**config.mk**
```make
export PLATFORM = sky130hd
export DESIGN_NAME = i2c_master_ctrl
export DESIGN_NICKNAME = d
export VERILOG_FILES = /design/src/rtl/i2c_pkg.sv /design/src/rtl/i2c_tick_gen.sv /design/src/rtl/i2c_master_ctrl.sv
export SDC_FILE = /design/constraint.sdc
export NUM_CORES = 1
export LEC_CHECK = 0
export CAP_MARGIN = 10
export CORE_MARGIN = 2
export CORE_UTILIZATION = 54
export CTS_CLUSTER_SIZE = 30
export DETAILED_ROUTE_END_ITERATION = 8
export GPL_TIMING_DRIVEN = 1
export PLACE_DENSITY_LB_ADDON = 0.15
export RECOVER_POWER = 25
export SLEW_MARGIN = 40
export SYNTH_ARGS = -nofsm -noshare
export SYNTH_HDL_FRONTEND = slang
export SYNTH_SLANG_ARGS = --single-unit
export TNS_END_PERCENT = 10
```
**constraint.sdc**
```tcl
create_clock -name sys_clk -period 2.2 [get_ports sys_clk]
set_input_delay 0.33 -clock sys_clk [delete_from_list [all_inputs] [get_ports sys_clk]]
set_output_delay 0.33 -clock sys_clk [all_outputs]
set_load 0.02 [all_outputs]
```
**src/rtl/i2c_pkg.sv**
```systemverilog
// Shared I2C definitions: controller state encoding, quarter indices and
// slot-count constants, plus the quarter-period divider helper.
package i2c_pkg;

  typedef enum logic [3:0] {
    ST_IDLE,
    ST_START,
    ST_ADDR,
    ST_ACK1,
    ST_WR,
    ST_RD,
    ST_ACK2,
    ST_MACK,
    ST_STOP
  } i2c_state_t;

  localparam int unsigned QUARTERS   = 4;
  localparam int unsigned SLOTS_OK   = 20;  // START + 9 + 9 + STOP
  localparam int unsigned SLOTS_NACK = 11;  // START + 9 + STOP

  localparam logic [1:0] Q0 = 2'd0;
  localparam logic [1:0] Q1 = 2'd1;
  localparam logic [1:0] Q2 = 2'd2;
  localparam logic [1:0] Q3 = 2'd3;

  // Quarter-bit period in system clock cycles.
  function automatic int unsigned quarter_div(input int unsigned clk_hz,
                                              input int unsigned scl_hz);
    return clk_hz / (QUARTERS * scl_hz);
  endfunction

endpackage

```
**src/rtl/i2c_tick_gen.sv**
```systemverilog
// Quarter-bit timebase for the I2C master.
//   i_clk, i_rst_n : clock, synchronous active-low reset
//   i_clr          : hold counters at zero (controller idle)
//   o_tick         : high in the last cycle of each quarter
//   o_quarter      : current quarter index q0..q3
module i2c_tick_gen #(
  parameter int unsigned DIV = 125
) (
  input  logic       i_clk,
  input  logic       i_rst_n,
  input  logic       i_clr,
  output logic       o_tick,
  output logic [1:0] o_quarter
);

  localparam int unsigned CW = (DIV > 1) ? $clog2(DIV) : 1;
  localparam logic [CW-1:0] CNT_LAST = CW'(DIV - 1);

  logic [CW-1:0] r_cnt;
  logic [1:0]    r_q;
  logic          w_last;

  assign w_last = (r_cnt == CNT_LAST);

  always_ff @(posedge i_clk) begin
    if (!i_rst_n || i_clr) begin
      r_cnt <= '0;
      r_q   <= '0;
    end else if (w_last) begin
      r_cnt <= '0;
      r_q   <= r_q + 2'd1;
    end else begin
      r_cnt <= r_cnt + 1'b1;
    end
  end

  assign o_tick    = w_last;
  assign o_quarter = r_q;

endmodule

```
**src/rtl/i2c_master_ctrl.sv**
```systemverilog
// Single-byte I2C master: START, {addr,rw}, ACK, one data byte, ACK/NACK, STOP.
//   sys_clk, rst_n : clock, synchronous active-low reset
//   start, rw, dev_addr, wr_data : command pulse and operands (captured on accept)
//   busy, done, ack_err, rd_data : status / result (done is a one-cycle pulse)
//   scl_oe, sda_oe : open-drain pull-down enables, sda_i : SDA pad level
module i2c_master_ctrl
  import i2c_pkg::*;
#(
  parameter int unsigned CLK_FREQ = 50_000_000,
  parameter int unsigned I2C_FREQ = 100_000
) (
  input  logic       sys_clk,
  input  logic       rst_n,
  input  logic       start,
  input  logic       rw,
  input  logic [6:0] dev_addr,
  input  logic [7:0] wr_data,
  output logic       busy,
  output logic       done,
  output logic       ack_err,
  output logic [7:0] rd_data,
  output logic       scl_oe,
  output logic       sda_oe,
  input  logic       sda_i
);

  localparam int unsigned DIV = quarter_div(CLK_FREQ, I2C_FREQ);

  generate
    if (DIV < 2) begin : g_div_chk
      $fatal(1, "i2c_master_ctrl: CLK_FREQ/(4*I2C_FREQ) must be at least 2");
    end
  endgenerate

  i2c_state_t r_state, w_state_nxt;

  logic       w_idle, w_tick, w_slot_end, w_accept, w_scl_nxt;
  logic [1:0] w_q, w_q_nxt;
  logic [2:0] r_bit;
  logic [7:0] r_shift, r_wdata, r_rd_data;
  logic       r_rw, r_err, r_scl_oe, r_sda_oe, r_done, r_ack_err;

  assign w_idle = (r_state == ST_IDLE);

  i2c_tick_gen #(.DIV(DIV)) u_tick (
    .i_clk     (sys_clk),
    .i_rst_n   (rst_n),
    .i_clr     (w_idle),
    .o_tick    (w_tick),
    .o_quarter (w_q)
  );

  assign w_slot_end = w_tick && (w_q == Q3);
  assign w_accept   = start && w_idle;
  assign w_q_nxt    = w_tick ? w_q + 2'd1 : w_q;

  always_ff @(posedge sys_clk) begin
    if (!rst_n) r_state <= ST_IDLE;
    else        r_state <= w_state_nxt;
  end

  always_comb begin
    w_state_nxt = r_state;
    w_scl_nxt   = 1'b0;
    case (r_state)
      ST_IDLE:  if (start)      w_state_nxt = ST_START;
      ST_START: if (w_slot_end) w_state_nxt = ST_ADDR;
      ST_ADDR:  if (w_slot_end && (r_bit == 3'd7)) w_state_nxt = ST_ACK1;
      ST_ACK1:  if (w_slot_end) w_state_nxt = r_err ? ST_STOP : (r_rw ? ST_RD : ST_WR);
      ST_WR:    if (w_slot_end && (r_bit == 3'd7)) w_state_nxt = ST_ACK2;
      ST_RD:    if (w_slot_end && (r_bit == 3'd7)) w_state_nxt = ST_MACK;
      ST_ACK2:  if (w_slot_end) w_state_nxt = ST_STOP;
      ST_MACK:  if (w_slot_end) w_state_nxt = ST_STOP;
      ST_STOP:  if (w_slot_end) w_state_nxt = ST_IDLE;
      default:  w_state_nxt = ST_IDLE;
    endcase
    // SCL is registered from the next state/quarter so it changes on the same
    // edge a combinational decode of the current state/quarter would.
    case (w_state_nxt)
      ST_IDLE, ST_START: w_scl_nxt = 1'b0;
      default:           w_scl_nxt = ~w_q_nxt[1];
    endcase
  end

  always_ff @(posedge sys_clk) begin
    if (!rst_n) begin
      r_bit     <= '0;
      r_shift   <= '0;
      r_wdata   <= '0;
      r_rw      <= 1'b0;
      r_err     <= 1'b0;
      r_scl_oe  <= 1'b0;
      r_sda_oe  <= 1'b0;
      r_done    <= 1'b0;
      r_ack_err <= 1'b0;
      r_rd_data <= '0;
    end else begin
      r_done   <= 1'b0;
      r_scl_oe <= w_scl_nxt;
      if (w_accept) begin
        r_shift <= {dev_addr, rw};
        r_wdata <= wr_data;
        r_rw    <= rw;
        r_err   <= 1'b0;
        r_bit   <= '0;
      end
      case (r_state)
        ST_START: if (w_tick && (w_q == Q1)) r_sda_oe <= 1'b1;
        ST_ADDR, ST_WR: begin
          if (w_tick && (w_q == Q0)) r_sda_oe <= ~r_shift[7];
          if (w_slot_end) begin
            r_shift <= {r_shift[6:0], 1'b0};
            r_bit   <= r_bit + 3'd1;
          end
        end
        ST_RD: begin
          if (w_tick && (w_q == Q0)) r_sda_oe <= 1'b0;
          if (w_tick && (w_q == Q2)) r_shift  <= {r_shift[6:0], sda_i};
          if (w_slot_end)            r_bit    <= r_bit + 3'd1;
        end
        ST_ACK1: begin
          if (w_tick && (w_q == Q0)) r_sda_oe <= 1'b0;
          if (w_tick && (w_q == Q2)) r_err    <= sda_i;
          if (w_slot_end)            r_shift  <= r_wdata;
        end
        ST_ACK2: begin
          if (w_tick && (w_q == Q0)) r_sda_oe <= 1'b0;
          if (w_tick && (w_q == Q2)) r_err    <= sda_i;
        end
        ST_MACK: if (w_tick && (w_q == Q0)) r_sda_oe <= 1'b0;
        ST_STOP: begin
          if (w_tick && (w_q == Q2)) r_sda_oe <= 1'b0;
          if (w_slot_end) begin
            r_done    <= 1'b1;
            r_ack_err <= r_err;
            if (!r_err && r_rw) r_rd_data <= r_shift;
          end
        end
        default: ;
      endcase
      // STOP needs SDA low from q0 while SCL is low; set it on slot entry.
      if ((w_state_nxt == ST_STOP) && (r_state != ST_STOP)) r_sda_oe <= 1'b1;
    end
  end

  assign busy    = ~w_idle;
  assign done    = r_done;
  assign ack_err = r_ack_err;
  assign rd_data = r_rd_data;
  assign scl_oe  = r_scl_oe;
  assign sda_oe  = r_sda_oe;

endmodule
```
==> metrics.md, run 1 <==
| Metric | Value |
|---|---|
| Worst Path Max Fanout | `11` |
| Netlist Area Pre-Place | `2395 sq um` |
| Post-route insts no fill | `357` |
| Via/cell ratio | `5.681` |
| Crit path max-delay family | `simple AND/OR/NAND/NOR gates` |
| CTS tree | `done` |
| Final-report setup violation count | `0` |
| First-pass GRT wire length | `9.149 mm` |
| Routed wire length | `5.147 mm` |
| Area occupied by multi-input gates | `1292 sq um` |
| Pre-antenna DRT Iters | `4` |
| Layout cells sized above 1 | `10.82%` |
| Fmax | `540.5 MHz` |
| Leakage | `0.001030 uW` |
| PwrDens | `556.6 nW/um^2` |
| Initial DRC count | `137` |
| # hold bufs at CTS | `0` |
| Clock Skew | `0.001121 ns` |
| Final net count | `332` |
| Detail Route Antenna Nets | `0` |
| Worst EP required | `2.44 ns` |
| Grt total ovfl | `0` |
| Die area | `4984 sq um` |
| Synth Net Count | `298` |
| Synth Area in Compound Gates | `14.94%` |
| Crit-path cells | `buf_4 > nor3b_1 > o21ai_0 > or3_1 > a21oi_1` |
| Pre-CTS setup slack | `0.3521 ns` |
| Vias in the first global route | `1926` |
| Status | `complete, no violations` |
| Async set or reset register ratio after synthesis | `0%` |
| Slew Limit Fails | `0` |
| CTS Sinks | `46` |
| Endpoints failing hold | `0` |
| Max Root-Sink Buffers | `2` |
| Worst min path class | `flip-flop to flip-flop` |
| EDFF count, synth | `0` |
| Clock Pin Slew Worst Setup and Hold Paths | `0.09 ns` |
| Routed len/inst | `14.42 um` |
| Largest family of logic cells by synthesized area | `simple AND/OR/NAND/NOR gates` |
| IO Count | `33` |
| Largest net degree at the start of global routing | `20` |
| Slew headroom | `70.19%` |
| Maxcap violations | `0` |
| Worst path bufs/invs | `1` |
| Starting Density | `55.38%` |
| TNS Setup | `0 ns` |
| Placer congestion estimate | `0.8821` |
| Min Tclk post-route | `1.850 ns` |
| Core ar. | `4324 sq um` |
| Die W | `70.60 um` |
| Initial antenna violation count | `0` |
| Root Driver | `clkbuf_8` |
| Worst Tran Pin Value | `0.4424 ns` |
| Final worst slack | `0.3498 ns` |
| Routed vias | `2028` |
| Post-Synthesis Cells | `270` |
| DRC Markers | `0` |
| Mux contribution to synthesized area | `7.941%` |
| Area grow syn2layout | `18.39%` |
| H-tree depth | `2` |
| Synth cell types | `55` |
| Fill cells | `373` |
| Post-Synth Adder-Cell Area | `4.180%` |
| Register area | `920.9 sq um` |
| Worst skew pair latency | `0.30 ns` |
| Avg Cell Area, Syn | `8.870 sq um` |
| Top_reg_cell synth | `dfxtp_1` |
| Crit. End Element | `flip-flop` |
| RSZ-0062 raised after global routing | `false` |
| Hpwl dp | `3.695 mm` |
| Yosys reg bits | `46` |
| Slowest cell on the critical path | `dfxtp_1` |
| WHS | `0.4569 ns` |
| N_diodes | `0` |
| Arrival @ worst endpoint | `2.09 ns` |
| Startpoint Class | `flip-flop` |
| Simple-Gate Fraction of Synth Area | `24.35%` |
| Yosys warning total | `0` |
| Row count | `24` |
| Critical path type | `flip-flop to flip-flop` |
| Slowest stage delay, CP | `0.58 ns` |
| Worst vdd ir | `0.3542 mV` |
| Dpl cells | `347` |
| Seq/Total Area, Yosys | `38.45%` |
| Tcrit/Tclk final | `84.10%` |
| Post-Synth XOR/XNOR Area | `2.560%` |
| # port buffers | `32` |
| Die H | `70.60 um` |
| GRT Overall Usage | `22.72%` |
| Total CTS buffers | `5` |
[flip-flops by register name, summed over array words and instances (netlist names), 2 cells and up]
name / count
u_tick.o_quarter: 2
rd_data: 8
r_bit: 3
r_wdata: 8
r_state: 4
u_tick.r_cnt: 7
r_shift: 8
[cell families (layout without fill, tap and decap cells)]
logic type | count (synthesis) | in the layout
compound gates | 52 | 52
xor+xnor | 7 | 7
fa+ha+maj | 8 | 8
buf+inv | 32 | 67
flops | 46 | 46
mux | 19 | 19
simple gates | 106 | 106
[worst paths after layout]
kind / from / endpoint / slack [ns] / cells past startpoint
hold / removal: rd_data[4] / rd_data[4] / 0.46 / 2
setup reg to reg: r_state[1] / r_bit[0] / 0.35 / 5
setup / recovery: r_state[1] / r_bit[0] / 0.35 / 5
hold reg to reg: rd_data[4] / rd_data[4] / 0.46 / 2
[where the power goes]
group | switching [uW] | leakage, uW | internal [uW]
clock | 294 | 0.0000472 | 253
combinational | 78.9 | 0.000609 | 78.6
sequential | 18.5 | 0.000374 | 856
[per-layer routing]
| layer | share of wire [%] | wire length, um | track usage, % | up-vias |
|---|---|---|---|---|
| met3 | 5.7 | 293 | 4.416 | 10 |
| met5 | 0 | 0 | 0 | - |
| met1 | 51 | 2601 | 33.18 | 927 |
| met2 | 42 | 2176 | 34.28 | 61 |
| met4 | 1.5 | 75 | 7.128 | 0 |
| li1 | - | - | - | 1030 |
[through the flow]
step | utilization [%] | power [uW] | area (sq um)
3_5_place_dp | 63.05 | 1046 | 2726
4_1_cts | 65.25 | 1580 | 2821
2_1_floorplan | - | 988.4 | 2395
6_report | 65.57 | 1578 | 2835
5_1_grt | 65.57 | 1631 | 2835
3_3_place_gp | 63.05 | 1045 | 2726
[area by class of cell]
class | count | area share, %
repair buffers | 43 | 14.17
clock inverters | 2 | 0.4413
multi-input cells | 192 | 45.59
flip-flops and latches | 46 | 32.48
inverters | 16 | 2.118
well taps | 52 | 2.295
clock buffers | 6 | 2.913
[cell usage in the layout (no fill, tap or decap), types with 7 or more instances in the layout]
cell,instances
a21oi_1,16
buf_4,9
clkdlybuf4s50_1,25
dfxtp_1,46
ha_1,8
inv_1,14
mux2i_1,19
nand2_1,41
nand3_1,21
nor2_1,16
o21ai_0,7
o221ai_1,8
[worst min-delay path, stage by stage, from the launching register on]
cell and delay, ns:
dfxtp_1 0.31, nand2_1 0.05, mux2i_1 0.05
[cells in the mapped netlist (all sizes together), types with 2 or more instances]
cell,count,area (sq um)
nor4,2,27.53
nand4,3,18.77
o211ai,4,30.03
nor3b,3,27.52
or3,2,13.77
o21a,2,15.01
nand3,22,122.6
nor2,17,80.08
nor4b,3,41.29
o21ai,8,43.79
a31oi,3,18.77
o221ai,8,70.07
and3,4,36.29
mux2i,19,190.2
dfxtp,46,920.9
a21oi,16,80.08
nor3,3,15.01
xnor2,3,26.28
buf,9,91.34
xor2,4,35.03
inv,15,56.30
nand2,41,153.9
clkbuf,7,30.03
ha,8,100.1
[repair_timing]
| item | in CTS | in global routing |
|---|---|---|
| setup endpoints to repair | 0 | 1 |
| resized for setup | 0 | 1 |
| buffers inserted | 0 | 2 |
Note: power is estimated with default switching activity, not from simulation.
==> run 2, diff against run 1 <==
Settings changed: CORE_UTILIZATION 54 to 49.
Clock period 2.2 ns to 1.7 ns, I/O delays scaled along.
==> metrics.md, run 2 (same netlist as run 1, synthesis figures left out) <==
| Metric | Value |
|---|---|
| CTS tree | `done` |
| Worst Tran Pin Value | `0.3886 ns (-0.05377 ns)` |
| Crit. End Element | `output port` |
| Routed vias | `2085 (+2.8%)` |
| Status | `complete, no violations` |
| Worst skew pair latency | `0.30 ns (about the same)` |
| Crit-path cells | `nor4_4 > inv_2 > dlygate4sd2_1` |
| Min Tclk post-route | `1.674 ns` |
| Row count | `25 (+4.2%)` |
| Maxcap violations | `0 (unchanged)` |
| Startpoint Class | `flip-flop` |
| Worst Hold Launch | `rd_data[2]` |
| Worst EP required | `1.44 ns (-1.00 ns)` |
| Routed len/inst | `14.10 um (-2.2%)` |
| Die area | `5463 sq um (+9.6%)` |
| Root Driver | `clkbuf_8` |
| Vias in the first global route | `1935 (+0.47%)` |
| Slew headroom | `74.03% (+3.8 points)` |
| Pre-CTS setup slack | `0.003453 ns (-0.3487 ns)` |
| # hold bufs at CTS | `0 (unchanged)` |
| CTS Sinks | `46 (unchanged)` |
| Placed cell areas | `2963 sq um (+8.7%)` |
| Pre-antenna DRT Iters | `4 (unchanged)` |
| Slowest cell on the critical path | `dfxtp_2` |
| Design area | `3100 sq um (+9.4%)` |
| Layout cells sized above 1 | `21.69% (+11 points)` |
| Via/cell ratio | `5.226 (-8.0%)` |
| Worst Path Max Fanout | `9 (-2)` |
| Total power | `2021 uW (+28%)` |
| Total CTS buffers | `5 (unchanged)` |
| Die W | `73.91 um (+4.7%)` |
| Worst path bufs/invs | `2 (+1)` |
| Tcrit/Tclk final | `98.49%` |
| Worst vdd ir | `0.4687 mV (+32%)` |
| Initial DRC count | `121 (-12%)` |
| Critical path type | `flip-flop to output port` |
| Area occupied by multi-input gates | `1334 sq um (+3.2%)` |
| Commonest non-fill, non-tap cell in the layout | `dfxtp_1` |
| Slew Limit Fails | `0 (unchanged)` |
| Die H | `73.91 um (+4.7%)` |
| Reg-to-reg startpoint | `u_tick.r_cnt[0]` |
| Fill cells | `409 (+9.7%)` |
| WHS | `0.4599 ns (+0.003053 ns)` |
| Placer congestion estimate | `0.8847 (+0.29%)` |
| Initial antenna violation count | `0 (unchanged)` |
| Arrival @ worst endpoint | `1.42 ns (-0.67 ns)` |
| IO Count | `33 (unchanged)` |
| Routed wire length | `5.626 mm (+9.3%)` |
| DRC Markers | `0 (unchanged)` |
| Crit path max-delay family | `flip-flops` |
| # port buffers | `32 (unchanged)` |
| Largest net degree at the start of global routing | `18 (-10%)` |
| PwrDens | `652.0 nW/um^2 (+17%)` |
| Area grow syn2layout | `29.47%` |
| GRT Overall Usage | `22.41% (-0.30 points)` |
| Post-layout util | `65.64% (+0.075 points)` |
| Fmax | `597.3 MHz` |
| Hpwl dp | `4.198 mm (+14%)` |
| Max Root-Sink Buffers | `2 (unchanged)` |
| Clock Pin Slew Worst Setup and Hold Paths | `0.09 ns (about the same)` |
| Final net count | `359 (+8.1%)` |
| Endpoints failing hold | `0 (unchanged)` |
| Worst min path class | `flip-flop to flip-flop` |
| N_diodes | `0 (unchanged)` |
| Clock Skew | `0.008867 ns (+0.007746 ns)` |
| H-tree depth | `2 (unchanged)` |
| Leakage | `0.001135 uW (+10%)` |
| Worst Setup SP | `r_state[1]` |
| Starting Density | `50.70% (-4.7 points)` |
| Register area | `928.4 sq um (+0.82%)` |
| Slowest stage delay, CP | `0.39 ns (-0.19 ns)` |
| Final-report setup violation count | `0 (unchanged)` |
| Most frequent cells in the layout | `dfxtp_1 (42), nand2_1 (41), buf_4 (37), clkdlybuf4s50_1 (31), nand3_1 (20)` |
| Core ar. | `4723 sq um (+9.2%)` |
| Final worst slack | `0.02568 ns (-0.3241 ns)` |
| First-pass GRT wire length | `9.411 mm (+2.9%)` |
| Grt total ovfl | `0 (unchanged)` |
| RSZ-0062 raised after global routing | `true` |
| Detail Route Antenna Nets | `0 (unchanged)` |
run 2: changes by cell type in the layout (fill, tap and decap cells not counted), sizes merged:
cell	previous run	this run
buf	9	38
clkdlybuf4s50	25	31
dlygate4sd3	6	0
clkbuf	8	6
clkinv	2	3
clkinvlp	1	0
dlygate4sd2	0	1
dlymetal6s2s	1	0
run 2: layer usage:
| metal | global-route usage (%) | share of wire, % | vias up |
|---|---|---|---|
| li1 | - | - | 1073 |
| met5 | 0 | 0 | - |
| met4 | 5.859 | 0.98 | 0 |
| met2 | 33.13 | 44 | 50 |
| met3 | 4.252 | 4.1 | 6 |
| met1 | 33.47 | 51 | 956 |
run 2: final timing paths:
check	endpoint	cells after the start	slack (ns)
min	rd_data[2]	2	0.46
min reg2reg	rd_data[2]	2	0.46
max reg2reg	r_state[0]	7	0.05
max	busy	3	0.03
run 2: worst register-to-register path: cells and delay by family (launching register included):
family / cells / cell delay [ns]
flops: 1 / 0.33
simple gates: 3 / 0.50
buf+inv: 2 / 0.22
fa+ha+maj: 1 / 0.13
compound gates: 1 / 0.36
run 2: final cells by class:
type                       count  area share, %
tap                           67          2.704
inverter                      16          1.937
timing repair buffer          70          19.61
clock inverter                 2         0.4439
clock buffer                   6          2.341
multi-input combinational    192          43.02
sequential                    46          29.94
run 2: repair_timing:
action / 4_1_cts / 5_1_grt
resized for setup: 6 / 12
endpoints found under the setup margin: 9 / 19
buffers inserted: 0 / 0
endpoints found under the hold margin: 0 / 0
pin swaps: 1 / 5
run 2: power breakdown:
part | switching (uW) | internal (uW) | leakage (uW)
logic | 105 | 115 | 0.000714
registers | 26.6 | 1110 | 0.000376
clock network | 376 | 291 | 0.0000452
total | 508 | 1510 | 0.00113
run 2: through the flow:
stage	setup TNS, ns	std cells
floorplan	0	270
global placement	-0.008468	391
detailed placement	0	391
CTS	0	399
global route	-0.1847	399
finish	0	399
==> run 3, diff against run 2 <==
Settings changed: CELL_PAD_IN_SITES_DETAIL_PLACEMENT set to 0, CELL_PAD_IN_SITES_GLOBAL_PLACEMENT set to 2, CORE_UTILIZATION 49 to 30.
==> metrics.md, run 3 (same netlist as run 1, synthesis figures left out) <==
| Metric | Value |
|---|---|
| Worst Path Max Fanout | `4 (-5)` |
| Initial DRC count | `90 (-26%)` |
| Psw | `525.8 uW (+3.4%)` |
| Worst Hold Launch | `rd_data[5]` |
| Failing checks | `setup timing` |
| Critical path type | `flip-flop to flip-flop` |
| Clk network pwr share | `33.1% (about the same)` |
| Final net count | `365 (+1.7%)` |
| Routed len/inst | `14.36 um (+1.8%)` |
| Fmax | `587.4 MHz (-1.6%)` |
| Slew headroom | `73.85% (-0.18 points)` |
| Tcrit/Tclk final | `100.1% (+1.6 points)` |
| Total CTS buffers | `5 (unchanged)` |
| Leakage | `0.001175 uW (+3.5%)` |
| Final-report setup violation count | `1 (+1)` |
| N_diodes | `0 (unchanged)` |
| Placer congestion estimate | `0.8574 (-3.1%)` |
| Largest net degree at the start of global routing | `18 (unchanged)` |
| Routed vias | `2084 (-0.048%)` |
| Slew Limit Fails | `0 (unchanged)` |
| Worst Tran Pin Value | `0.3892 ns (+0.0005867 ns)` |
| Endpoints failing hold | `0 (unchanged)` |
| Comb pwr share | `11.5% (+0.6 points)` |
| Worst EP required | `1.88 ns (+0.44 ns)` |
| Initial antenna violation count | `0 (unchanged)` |
| Clock Pin Slew Worst Setup and Hold Paths | `0.09 ns (about the same)` |
| Startpoint Class | `flip-flop` |
| Hpwl dp | `4.876 mm (+16%)` |
| Commonest non-fill, non-tap cell in the layout | `dfxtp_1` |
| Core ar. | `7727 sq um (+64%)` |
| Pre-antenna DRT Iters | `4 (unchanged)` |
| Hold Path Sink | `rd_data[5]` |
| Grt total ovfl | `0 (unchanged)` |
| Crit. End Element | `flip-flop` |
| Fill cells | `797 (+95%)` |
| Arrival @ worst endpoint | `1.89 ns (+0.47 ns)` |
| Area grow syn2layout | `31.87%` |
| Post-layout util | `40.87% (-25 points)` |
| # port buffers | `32 (unchanged)` |
| Worst vdd ir | `0.3008 mV (-36%)` |
| Die W | `93.35 um (+26%)` |
| Reg2reg end | `r_state[0]` |
| RSZ-0062 raised after global routing | `true` |
| Starting Density | `30.99% (-20 points)` |
| Pre-CTS setup slack | `-0.01415 ns (-0.01760 ns)` |
| Maxcap violations | `0 (unchanged)` |
| Clock Skew | `0.01062 ns (+0.001750 ns)` |
| Layout cells sized above 1 | `20.71% (-0.98 points)` |
| Vias in the first global route | `2043 (+5.6%)` |
| Detail Route Antenna Nets | `0 (unchanged)` |
| Die H | `93.35 um (+26%)` |
| R2R depth | `6 (-1)` |
| Design area | `3158 sq um (+1.9%)` |
| Die area | `8713 sq um (+60%)` |
| PwrDens | `648.8 nW/um^2 (-0.48%)` |
| Reg-to-reg startpoint | `u_tick.r_cnt[0]` |
| Pint | `1523 uW (+0.67%)` |
| # hold bufs at CTS | `0 (unchanged)` |
| First-pass GRT wire length | `10.40 mm (+10%)` |
| Status | `complete, but fails checks` |
| Routed wire length | `6.317 mm (+12%)` |
| Worst min path class | `flip-flop to flip-flop` |
| CTS tree | `done` |
| CTS Sinks | `46 (unchanged)` |
| Hold Path Stages | `2 (unchanged)` |
| Row count | `32 (+28%)` |
| IO Count | `33 (unchanged)` |
| R2R setup slack | `-0.002 ns (-0.05 ns)` |
| Placed cell areas | `3057 sq um (+3.2%)` |
| Via/cell ratio | `4.736 (-9.4%)` |
| DRC Markers | `0 (unchanged)` |
| Most frequent cells in the layout | `dfxtp_1 (42), nand2_1 (41), buf_4 (40), clkdlybuf4s50_1 (27), nand3_1 (20)` |
| TNS Setup | `-0.002324 ns (-0.002324 ns)` |
| Root Driver | `clkbuf_8` |
| Min Tclk post-route | `1.702 ns (+0.02800 ns)` |
| Max Root-Sink Buffers | `2 (unchanged)` |
| H-tree depth | `2 (unchanged)` |
| Sw Ratio | `25.66% (+0.51 points)` |
| Sequential share of power | `55.4% (-0.7 points)` |
| GRT Overall Usage | `15.34% (-7.1 points)` |
| Worst skew pair latency | `0.30 ns (about the same)` |
| Final worst slack | `-0.002324 ns (-0.02800 ns)` |
==> run 3: layer usage <==
layer,GRT usage (%),vias up,share of wire [%]
met5,0,-,0
met4,4.044,0,1.1
met3,2.820,5,4.3
met2,21.52,44,40
met1,23.73,941,54
li1,-,1094,-
==> run 3: power by group through the flow <==
stage	registers, uW	clock network, uW	logic, uW
after CTS	1130	707	238
after global placement	1160	0	238
after detailed placement	1160	0	235
after floorplan	1150	0	133
final	1130	679	236
after global routing	1140	755	260
==> run 3: timing repair <==
| action | in CTS | in global routing |
|---|---|---|
| gates cloned | 0 | 0 |
| gates resized for setup | 4 | 6 |
| endpoints found under the setup margin | 11 | 25 |
| setup buffers | 1 | 0 |
| pin swaps | 1 | 2 |
==> run 3: through the flow <==
stage	power (uW)	instances	hold WS [ns]
after CTS	2079	440	0.4634
after floorplan	1279	270	0.3910
after global placement	1398	431	0.4448
after detailed placement	1394	431	0.4463
after global routing	2154	440	0.4659
final	2049	440	0.4551
==> run 3: layout make-up <==
cell class	count	area (sq um)	area share, %
multi-input cells	192	1300	41.16
flip-flops and latches	46	925.9	29.32
repair buffers	76	658.1	20.84
well taps	102	127.6	4.041
clock buffers	6	72.57	2.298
inverters	16	60.06	1.902
clock inverters	2	13.76	0.4358
==> run 3: how the worst max path moves through the flow <==
stage / from / end / slack (ns) / depth (start not counted)
floorplan: u_tick.r_cnt[0] / r_state[0] / 0.002 / 6
global placement: r_state[1] / r_state[2] / -0.04 / 5
detailed placement: r_state[1] / r_shift[7] / -0.01 / 6
CTS: r_state[3] / busy / 0.002 / 3
global route: u_tick.r_cnt[1] / r_err / -0.10 / 7
finish: u_tick.r_cnt[0] / r_state[0] / -0.002 / 6
==> run 3: worst max-delay path, cell delays in order (launching register included) <==
cell and delay (ns):
dfxtp_1 0.32, inv_1 0.05, ha_2 0.18, and3_4 0.22, nand3_4 0.07, o311a_1 0.33, o41a_1 0.42
